--- config.mk ---
export PLATFORM = sky130hd
export DESIGN_NAME = instr_feeder
export DESIGN_NICKNAME = d
export VERILOG_FILES = /design/src/rtl/instr_feeder.sv
export SDC_FILE = /design/constraint.sdc
export NUM_CORES = 1
export LEC_CHECK = 0
export ABC_AREA = 1
export CORE_ASPECT_RATIO = 0.75
export CORE_UTILIZATION = 40
export CTS_BUF_LIST = sky130_fd_sc_hd__clkbuf_4
export CTS_CLUSTER_DIAMETER = 60
export DETAILED_ROUTE_END_ITERATION = 10
export DONT_BUFFER_PORTS = 1
export PLACE_DENSITY_LB_ADDON = 0.12
export SYNTH_ARGS = -nofsm -noshare
export SYNTH_HDL_FRONTEND = slang
export SYNTH_SLANG_ARGS = --single-unit
--- constraint.sdc ---
create_clock -name clk -period 3.8 [get_ports clk]
set_clock_uncertainty 0.2 [all_clocks]
set_input_delay 0.76 -clock clk [delete_from_list [all_inputs] [get_ports clk]]
set_output_delay 0.76 -clock clk [all_outputs]
set_load 0.02 [all_outputs]
--- src/rtl/instr_feeder.sv ---
// -----------------------------------------------------------------------------
// instr_feeder
//   Upstream instruction source for the cpu. Holds a small writable program
//   memory and hands the cpu one word at a time: present the word on cpu_in
//   with a load strobe, then a start strobe s. It then waits for the cpu's
//   w flag to fall (cpu busy) and rise again (cpu idle) before moving to the
//   next address. A run ends on the HALT word, after the last address, or
//   when the watchdog expires while waiting on w.
//
// Optional feature (compile-time macro STEP_MODE_EN):
//   Adds a 'step' input. The FSM then holds in NEXT until a rising edge on
//   step, and advances exactly one word per pulse.
//
// Ports
//   clk        in   1   rising-edge clock
//   reset      in   1   synchronous, active-high reset
//   go         in   1   start a run from address 0 (sampled in IDLE only)
//   prog_we    in   1   program-memory write strobe (ignored while busy)
//   prog_addr  in   AW  write address
//   prog_data  in   16  write data
//   w          in   1   cpu waiting flag (1 = cpu idle, ready for s)
//   step       in   1   single-step advance (only with STEP_MODE_EN)
//   cpu_in     out  16  instruction to the cpu's in port
//   load       out  1   one-cycle load strobe to the cpu instruction register
//   s          out  1   one-cycle start strobe to the cpu
//   pc         out  AW  address of the current word
//   busy       out  1   1 while a run is in progress
//   done       out  1   run finished normally; held until go=0 or reset
//   err        out  1   watchdog fired; held until reset
// -----------------------------------------------------------------------------
module instr_feeder #(
  parameter int          DEPTH     = 16,
  parameter int          AW        = 4,
  parameter int          TIMEOUT   = 255,
  parameter logic [15:0] HALT_WORD = 16'hE000
) (
  input  logic          clk,
  input  logic          reset,
  input  logic          go,
  input  logic          prog_we,
  input  logic [AW-1:0] prog_addr,
  input  logic [15:0]   prog_data,
  input  logic          w,
`ifdef STEP_MODE_EN
  input  logic          step,
`endif
  output logic [15:0]   cpu_in,
  output logic          load,
  output logic          s,
  output logic [AW-1:0] pc,
  output logic          busy,
  output logic          done,
  output logic          err
);

  localparam int WDW = $clog2(TIMEOUT + 1);
  localparam logic [WDW-1:0] WD_LAST  = WDW'(TIMEOUT - 1);
  localparam logic [AW-1:0]  PC_LAST  = AW'(DEPTH - 1);

  localparam logic [2:0] ST_IDLE    = 3'd0;
  localparam logic [2:0] ST_LOAD    = 3'd1;
  localparam logic [2:0] ST_START   = 3'd2;
  localparam logic [2:0] ST_WAIT_LO = 3'd3;
  localparam logic [2:0] ST_WAIT_HI = 3'd4;
  localparam logic [2:0] ST_NEXT    = 3'd5;
  localparam logic [2:0] ST_DONE    = 3'd6;
  localparam logic [2:0] ST_ERR     = 3'd7;

  logic [2:0]     state;
  logic [15:0]    mem [DEPTH];
  logic [15:0]    cpu_in_q;
  logic [WDW-1:0] wd;
  logic [15:0]    cur_word;
  logic           is_halt;
  logic           issue;
  logic           wd_expired;
  logic           advance;

  // ---------------------------------------------------------------------------
  // Program memory
  // NOTE: the storage array has no reset branch on purpose; a reset must not
  // wipe a loaded program, and leaving it out lets the array map onto plain
  // storage instead of a bank of resettable flops.
  // ---------------------------------------------------------------------------
  always_ff @(posedge clk) begin
    if (prog_we && !busy) begin
      mem[prog_addr] <= prog_data;
    end
  end

  // Combinational read: a write committed together with go in IDLE is
  // already visible when LOAD reads address 0 on the next cycle.
  assign cur_word = mem[pc];
  assign is_halt  = (cur_word == HALT_WORD);

  // ---------------------------------------------------------------------------
  // Step edge detect (one advance per step pulse)
  // ---------------------------------------------------------------------------
`ifdef STEP_MODE_EN
  logic step_q;

  always_ff @(posedge clk) begin
    if (reset) begin
      step_q <= 1'b0;
    end else begin
      step_q <= step;
    end
  end

  assign advance = step && !step_q;
`else
  assign advance = 1'b1;
`endif

  assign wd_expired = (wd == WD_LAST);

  // ---------------------------------------------------------------------------
  // Sequencer
  // NOTE: every register here is updated with <= so all branches see the
  // values from before the edge; mixing in blocking assignments would make
  // the result depend on statement order.
  // ---------------------------------------------------------------------------
  always_ff @(posedge clk) begin
    if (reset) begin
      state    <= ST_IDLE;
      pc       <= '0;
      cpu_in_q <= '0;
      wd       <= '0;
    end else begin
      case (state)
        ST_IDLE: begin
          if (go) begin
            pc    <= '0;
            state <= ST_LOAD;
          end
        end
        ST_LOAD: begin
          if (is_halt) begin
            state <= ST_DONE;
          end else begin
            cpu_in_q <= cur_word;
            state    <= ST_START;
          end
        end
        ST_START: begin
          wd    <= '0;
          state <= ST_WAIT_LO;
        end
        ST_WAIT_LO: begin
          if (!w) begin
            wd    <= '0;
            state <= ST_WAIT_HI;
          end else if (wd_expired) begin
            state <= ST_ERR;
          end else begin
            wd <= wd + 1'b1;
          end
        end
        ST_WAIT_HI: begin
          if (w) begin
            state <= ST_NEXT;
          end else if (wd_expired) begin
            state <= ST_ERR;
          end else begin
            wd <= wd + 1'b1;
          end
        end
        ST_NEXT: begin
          if (advance) begin
            if (pc == PC_LAST) begin
              state <= ST_DONE;
            end else begin
              pc    <= pc + 1'b1;
              state <= ST_LOAD;
            end
          end
        end
        ST_DONE: begin
          if (!go) begin
            state <= ST_IDLE;
          end
        end
        ST_ERR: begin
          state <= ST_ERR;
        end
        default: begin
          state <= ST_IDLE;
        end
      endcase
    end
  end

  // ---------------------------------------------------------------------------
  // Outputs
  // Strobes are gated with reset so an abort removes them in the same cycle
  // rather than one edge later.
  // ---------------------------------------------------------------------------
  assign issue  = (state == ST_LOAD) && !is_halt && !reset;
  assign load   = issue;
  assign s      = (state == ST_START) && !reset;
  // The word is shown during its load cycle and then held from the register
  // until the next load.
  assign cpu_in = issue ? cur_word : cpu_in_q;
  assign busy   = !(state inside {ST_IDLE, ST_DONE, ST_ERR});
  assign done   = (state == ST_DONE);
  assign err    = (state == ST_ERR);

endmodule
* Word level (Yosys, flattened, before mapping)
Memory sizes are Yosys's and may differ from the RTL's. A register that Yosys moved wholly into a read port is not among the register bits.
Index checks and enable logic that the tools add are counted.
** Storage, ports and cells
- Register bits after elaboration :: 31
- RAM bits :: 256
- Word-level logic and storage cells :: 57
- Memories kept :: 1
** Memory list
- mem :: depth 16, bits a word 16, read ports 1, clocked after Yosys merged registers in 1, wr ports 1, RTL line 70 : logic [15:0] mem [DEPTH];
** Operators by class
- Add/sub/neg operators :: 2
- Equality and inequality tests :: 14
- Multiplexer cells :: 20
- Bitwise gates (word level) :: 1
- Reductions and logical operators :: 15
** Operators with widths (number)
- $mux W8 :: 3
- $pmux W3 S8 :: 1
- $pmux W8 S3 :: 1
- $mux W3 :: 7
- $eq A16 B16 Y1 const B :: 1
- $mux W16 :: 1
- $mux W4 :: 4
- $eq A3 B3 Y1 const B :: 4
- $add A8 B1 Y8 const B :: 1
- $eq A8 B8 Y1 const B :: 1
- $ne A2 B2 Y1 const B :: 4
- $pmux W4 S2 :: 1
- $eq A3 B2 Y1 const B :: 2
- $reduce_and A2 Y1 :: 3
- $reduce_bool A3 Y1 :: 2
- $add A4 B1 Y4 const B :: 1
- $eq A4 B4 Y1 const B :: 1
- $logic_and A1 B1 Y1 :: 4
- $eq A3 B1 Y1 const B :: 1
- $logic_not A1 Y1 :: 3
- $logic_not A3 Y1 :: 1
- $reduce_and A3 Y1 :: 1
- $mux W1 :: 2
- $reduce_bool A2 Y1 :: 1
- $not A1 Y1 :: 1

* Depth between registers and ports, before layout
Gate-level depths: netlist (run 1).
- Depth in word-level cells :: 5
- Gate-level depth with buffers :: 18
- Gate-level depth less buffers :: 15

* Least setup slack after synthesis (run 1)
Ideal clock, no wire load.
- Path type :: input-to-output
- Start point :: input reset
- End point :: output cpu_in[4]
- Data arrival time :: 1941 ps
- Required time :: 2840 ps
- Setup slack :: 899 ps
- Stages :: 6
- Buffers on the path :: 3
- Cells stage by stage :: clkbuf_1 inv_1 clkbuf_1 clkbuf_1 nand4_1 nand2_1
** Between the ends
- Cells in the longest elaborated chain, start to end :: 3
** Ends and longest elaborated chain
- start: declaration :: RTL line 38 : input logic reset,
- $logic_not A1 Y1 :: RTL line 198 : assign issue = (state == ST_LOAD) && !is_halt && !reset;
- $logic_and A1 B1 Y1 :: RTL line 198
- $mux W16 :: RTL line 203 : assign cpu_in = issue ? cur_word : cpu_in_q;
- end: declaration :: RTL line 47 : output logic [15:0] cpu_in,
Every way passes these cells.

==> results of run 1 <==
[layout by cell type (no fill, tap or decap), types with 18 or more instances in the layout]
master,instances
dlygate4sd3_1,23
buf_4,47
nor2_2,20
nand4_1,19
edfxtp_1,256
nand2_2,36
nand3_1,154
o21ai_0,18
clkbuf_4,122
nand2_1,370
dfxtp_1,33
inv_1,123
nor2_1,66
[report_power, final]
group	switching (mW)	internal, mW	leakage (nW)	total, mW
sequential	0.0485	3.57	2.59	3.62
combinational	0.650	0.277	3.07	0.927
clock	1.27	1.57	0.606	2.84
[what timing repair did]
item | 4_1_cts | 5_1_grt
endpoints found under the setup margin | 17 | 17
hold buffers | 23 | 0
setup buffers | 22 | 4
endpoints found under the hold margin | 264 | 0
cloned | 11 | 3
pin swaps | 24 | 12
gates resized for setup | 85 | 19
[worst reg2reg max path: stages, from the launching register on]
cell,delay [ns]
dfxtp_4,0.47
buf_12,0.20
buf_16,0.18
nor2_1,0.06
nor2_1,0.07
o21ai_0,0.08
nand3_1,0.07
nand3_1,0.08
nand2_2,0.13
nor2_2,0.06
nand2_1,0.11
nor2_4,0.05
buf_4,0.12
buf_4,0.13
buf_4,0.12
buf_4,0.12
buf_4,0.13
buf_4,0.13
nand3_1,0.16
nand3_1,0.09
nand2_1,0.06
inv_1,0.03
[worst paths after layout]
check	from	end	cells after the start
setup / recovery	flip-flop	cpu_in[11]	16
hold / removal	reset	wd[1]$_SDFFE_PP0P_	3
setup reg to reg	flip-flop	state[2]$_SDFFE_PP0P_	21
hold reg to reg	cpu_in_q[0]$_SDFFE_PP0N_	cpu_in_q[0]$_SDFFE_PP0N_	2
[layer usage]
metal  part of all wire, %  vias up  routed length [µm]  track usage, %
met3                   8.4       56                3173           6.892
met5                  0.11        -                  41               0
met2                    44      330               16440           35.09
met1                    47     4540               17560           34.92
met4                   1.4        6                 522           7.299
li1                      -     4431                   -               -
[stage by stage]
step / power (mW) / instances / hold WS (ns)
finish: 7.387 / 1812 / 0.07644
global route: 7.718 / 1812 / 0.05751
CTS: 7.410 / 1805 / 0.02434
detailed placement: 4.433 / 1618 / 0.2608
global placement: 4.429 / 1618 / 0.2561
floorplan: 4.216 / 1243 / 0.2433
[cell families (layout without fill, tap and decap cells)]
kind of cell | after synthesis | in the layout | share of synthesized area, %
xor gates and xnor gates | 2 | 2 | 0.1392
adders and majority gates | 3 | 3 | 0.2983
and+or+nand+nor | 700 | 702 | 23.30
AOI/OAI and AO/OA | 60 | 60 | 2.694
DFF | 291 | 291 | 66.65
buffers and inverters | 187 | 355 | 6.910
[flip-flops by register name (all words and copies together) (netlist names), named ones only]
signal and count:
wd 8, state 3, mem 256, pc 4, cpu_in_q 16
[layout make-up]
cell class / count / area, µm²
clock buffers: 122 / 915.9
clock inverters: 9 / 86.33
fillers: 2813 / 15310
inverters: 125 / 481.7
multi-input cells: 767 / 3641
flip-flops and latches: 291 / 8393
well taps: 399 / 499.2
repair buffers: 99 / 1229
==> out/qor.yml, run 1 <==
status:
  outcome: "finished with violations"
  violations: "negative setup slack"
worst_setup_path:
  slowest_stage: "dfxtp_4"
  worstSetupStartpointType: "flip-flop"
  crit_type: "reg2out"
  path_delay_family: "simple AND/OR/NAND/NOR gates"
  endpoint_kind: "primary output"
  cp_data_required_time_ns: 2.84
  cp_cell_sequence: "buf_12 -> buf_12 -> buf_16 -> nand2_1 -> nand3_1 -> nand3_2 -> nand3_1 -> nand2_2 -> nor2_2 -> nand2_2 -> nor2_4 -> nand2_4 -> buf_12 -> nand3_4 -> nand2_2 -> nand2_4"
  slowest_delay_ns: 0.47
  ff2ff_setup_slack_ns: 0.84
  critPathMaxFanout: 9
  cp.arrival_ns: 3.04
  crit_buf_inv: 4
sta:
  period_share_pct: 105.3
  fin_crit_ns: 4.000
  fmax_mhz: 250.0
  rsz0062_at_grt: "true"
  slew_violations: 0
  setup_viol: 17
  worstMarginPinSlew_ns: 0.7206
  hold_viol_final: 0
  tns_ns: -2.850
  slew_headroom_pct: 51.91
  setup_ws_ns: -0.1998
min_path:
  hold_path.class: "in2reg"
floorplanning:
  rows: 55
  die_h_um: 155.6
  die_w_um: 206.8
  die-area_um2: 32180
  start_util_pct: 41.19
  ioPinCount: 50
  fp.coreArea_um2: 30550
grt:
  grt_pass1_vias: 9052
  grt-ovfl-total: 0
  grt_pass1_wl_um: 55970
  antenna_found_initial: 4
  grtUsageTotal_pct: 24.17
  grt_start_max_net_pins: 54
route:
  dr_total_vias: 9363
  detail-route-antenna-nets: 0
  via_per_inst: 5.167
  avgRoutedWirePerCell_um: 20.82
  drc: 0
  drt_wl_total_um: 37730
  first_iter_violations: 923
  drtPass1Iterations: 5
logic_synthesis:
  ys_top_cells_by_count: "nand2_1 (417), edfxtp_1 (256), nand3_1 (164), inv_1 (123), nor2_1 (86)"
  synth_enable_flop_cells: 256
  syn_area_per_cell_um2: 10.12
  synthMostInstantiatedCell: "nand2_1"
  synthCells: 1243
  yosysTopAreaCell: "edfxtp_1"
  async_flop_share_pct: 0
  syn-cell-area_um2: 12580
  yosysSeqAreaShare_pct: 66.65
  synthesis.nets: 1271
  yosys_most_used_dff: "edfxtp_1"
  ys_top_cells_by_area: "edfxtp_1 (61%), nand2_1 (12%), nand3_1 (6.5%)"
  netlist-cell-type-count: 31
  ys_warn_count: 0
  synth-seq-cells: 291
  yosysTopAreaCellShare_pct: 61.09
placed_design:
  dp_slack_ns: 0.2969
  gp_congestion: 0.7749
  portBuffers: 0
  post_dp_cell_area_um2: 13120
  dp_hpwl_um: 19390
cells_and_area:
  area_growth_pct: 21.15
  utilization_pct: 49.90
  post-route-cell-area_um2: 15250
  final_nets: 1388
  drive_gt1_share_pct: 20.74
  diodes: 0
clock_tree:
  htreeDepth: 3
  cts_tree: "yes"
  clk_pin_slew_ns: 0.06
  cts_buffers: 76
  cts_buffer_depth: 3
  clk-insertion-delay-late_ns: 0.73
  cts_root_buf: "clkbuf_4"
  cts.sinks: 291
power_and_ir_drop:
  ir_drop_uv: 205.0
  p_per_area_nw_per_um2: 484.5
  leakagePower_nw: 6.274
flow_run:
  max_cap_viol_count: 0
No activity file was read; power rests on OpenSTA's default activity.
==> run 2: changes to the inputs <==
--- a/config.mk
+++ b/config.mk
@@ -8,4 +8,5 @@
 export ABC_AREA = 1
 export CORE_ASPECT_RATIO = 0.75
+export CORE_MARGIN = 2
 export CORE_UTILIZATION = 40
 export CTS_BUF_LIST = sky130_fd_sc_hd__clkbuf_4
==> constraint.sdc (replaced) <==
create_clock -name clk -period 5.1 [get_ports clk]
set_clock_uncertainty 0.2 [all_clocks]
set_input_delay 1.275 -clock clk [delete_from_list [all_inputs] [get_ports clk]]
set_output_delay 1.275 -clock clk [all_outputs]
set_load 0.02 [all_outputs]
==> out/qor.yml, run 2 (synthesis results as in run 1) <==
route:
  drtPass1Iterations: 5
  detail-route-antenna-nets: 0
  dr_total_vias: 8518
  drt_wl_total_um: 32660
  first_iter_violations: 809
  drc: 0
  avgRoutedWirePerCell_um: 18.90
  via_per_inst: 4.929
clock_tree:
  cts_hold_repair.buffers: 0
  post_cts_buffers: 0
  cts_tree: "yes"
  cts_buffers: 73
  cts_root_buf: "clkbuf_4"
  cts.sinks: 291
  clk-insertion-delay-late_ns: 0.70
  cts_buffer_depth: 3
  htreeDepth: 3
  clk_pin_slew_ns: 0.06
floorplanning:
  die-area_um2: 32910
  start_util_pct: 40.45
  fp.coreArea_um2: 31110
  die_w_um: 208.8
  ioPinCount: 50
  die_h_um: 157.6
  rows: 56
worst_setup_path:
  cpMostUsedCell: "nand2_1"
  worstSetupStartpointType: "flip-flop"
  slowest_delay_ns: 0.51
  ff2ff_setup_slack_ns: 2.18
  cp.arrival_ns: 3.31
  cp_cell_sequence: "buf_6 -> nand2_1 -> nand3_1 -> nand3_1 -> nand3_1 -> nand2_1 -> nor2_1 -> nand2_1 -> nor2_2 -> nand2_4 -> nand3_4 -> nand2_1 -> nand2_1"
  slowest_stage: "dfxtp_4"
  critPathMaxFanout: 58
  cp_data_required_time_ns: 3.62
  endpoint_kind: "primary output"
  path_delay_family: "simple AND/OR/NAND/NOR gates"
  crit_type: "reg2out"
  crit_buf_inv: 1
cells_and_area:
  regMostFlops: "mem"
  final_common_cell: "nand2_1"
  drive_gt1_share_pct: 12.64
  final_cell_mix: "nand2_1 (417), edfxtp_1 (256), nand3_1 (164)"
  top_regs: "mem (256), cpu_in_q (16), wd (8)"
  area_growth_pct: 10.05
  final_nets: 1310
  n_fill_cell: 2990
  multi_input_area_um2: 3377
  seq_area_um2: 8393
  largest_reg_flops: 256
sta:
  hold_viol_final: 0
  setup_viol: 0
  period_share_pct: 93.74
  tns_ns: 0
  worstMarginPinSlew_ns: 1.083
  rsz0062_at_grt: "false"
  fin_crit_ns: 4.781
  slew_violations: 0
  slew_headroom_pct: 27.74
  fmax_mhz: 209.2
  setup_ws_ns: 0.3190
  fin_hold_ws_ns: 0.2697
status:
  outcome: "complete, no violations"
power_and_ir_drop:
  leakagePower_nw: 5.655
  ir_drop_uv: 147.8
  p_per_area_nw_per_um2: 369.2
grt:
  grt_start_max_net_pins: 88
  antenna_found_initial: 1
  grt_pass1_vias: 8159
  grtUsageTotal_pct: 20.34
  grt-ovfl-total: 0
  grt_pass1_wl_um: 49420
min_path:
  hold_path.class: "reg2reg"
placed_design:
  dp_hpwl_um: 18010
  portBuffers: 0
  dp_slack_ns: 0.8805
  gp_congestion: 0.7540
flow_run:
  max_cap_viol_count: 0
==> run 2: cell count changes in the layout (fill, tap and decap cells not counted), sizes merged <==
cell / change
diode: +1
bufinv: -2
clkinv: -5
nand3: -2
buf: -48
clkbuf: -12
dlygate4sd3: -23
==> run 2: report_power, final <==
part	total [mW]	leakage (nW)	internal (mW)	switching, mW
Sequential	2.70	2.59	2.66	0.0342
Combinational	0.539	2.54	0.139	0.401
Clock	1.88	0.524	0.981	0.898
Total	5.11	5.65	3.78	1.33
==> run 2: metal layers <==
layer  vias to the layer above  GRT usage [%]  share of wire, %
li1                       4241              -                 -
met1                      3980          29.25                47
met2                       237          30.76                44
met3                        60          4.463               6.8
met4                         0          6.565               2.0
met5                         -              0                 0
==> run 2: final timing paths <==
| kind | startpoint | to | depth (start not counted) |
|---|---|---|---|
| max reg2reg | state[1]$_SDFFE_PP0P_ | mem[14][10]$_DFFE_PP_ | 7 |
| min reg2reg | cpu_in_q[9]$_SDFFE_PP0N_ | cpu_in_q[9]$_SDFFE_PP0N_ | 2 |
| max | flip-flop | cpu_in[11] | 13 |
| min | cpu_in_q[9]$_SDFFE_PP0N_ | cpu_in_q[9]$_SDFFE_PP0N_ | 2 |
==> run 2: timing repair <==
action,4_1_cts,5_1_grt
endpoints found under the setup margin,0,17
endpoints found under the hold margin,0,0
resized for setup,0,5
==> run 2: area by class of cell <==
cell class	instances	share of cell area, %
Clock buffer	112	6.071
Timing Repair Buffer	26	1.762
Antenna cell	1	0.01807
Tap cell	406	3.668
Inverter	125	3.442
Clock inverter	2	0.05421
Multi-Input combinational cell	765	24.38
Sequential cell	291	60.60
==> run 2: per-stage QoR <==
stage / power, mW / instances / utilization (%) / cell area [µm²]
6_report: 5.114 / 1728 / 44.52 / 13850
5_1_grt: 5.360 / 1728 / 44.52 / 13850
3_5_place_dp: 3.289 / 1613 / 41.73 / 12980
3_3_place_gp: 3.286 / 1613 / 41.73 / 12980
2_1_floorplan: 3.141 / 1243 / - / 12580
4_1_cts: 5.174 / 1727 / 44.46 / 13830
==> run 2: worst reg2reg max path, stage by stage, from the launching register on <==
cell,delay [ns]
dfxtp_1,0.36
nor2_1,0.12
inv_1,0.05
nor2_1,0.16
a21oi_1,0.20
nor2_1,0.29
nand3_1,0.26
nor2_2,0.89
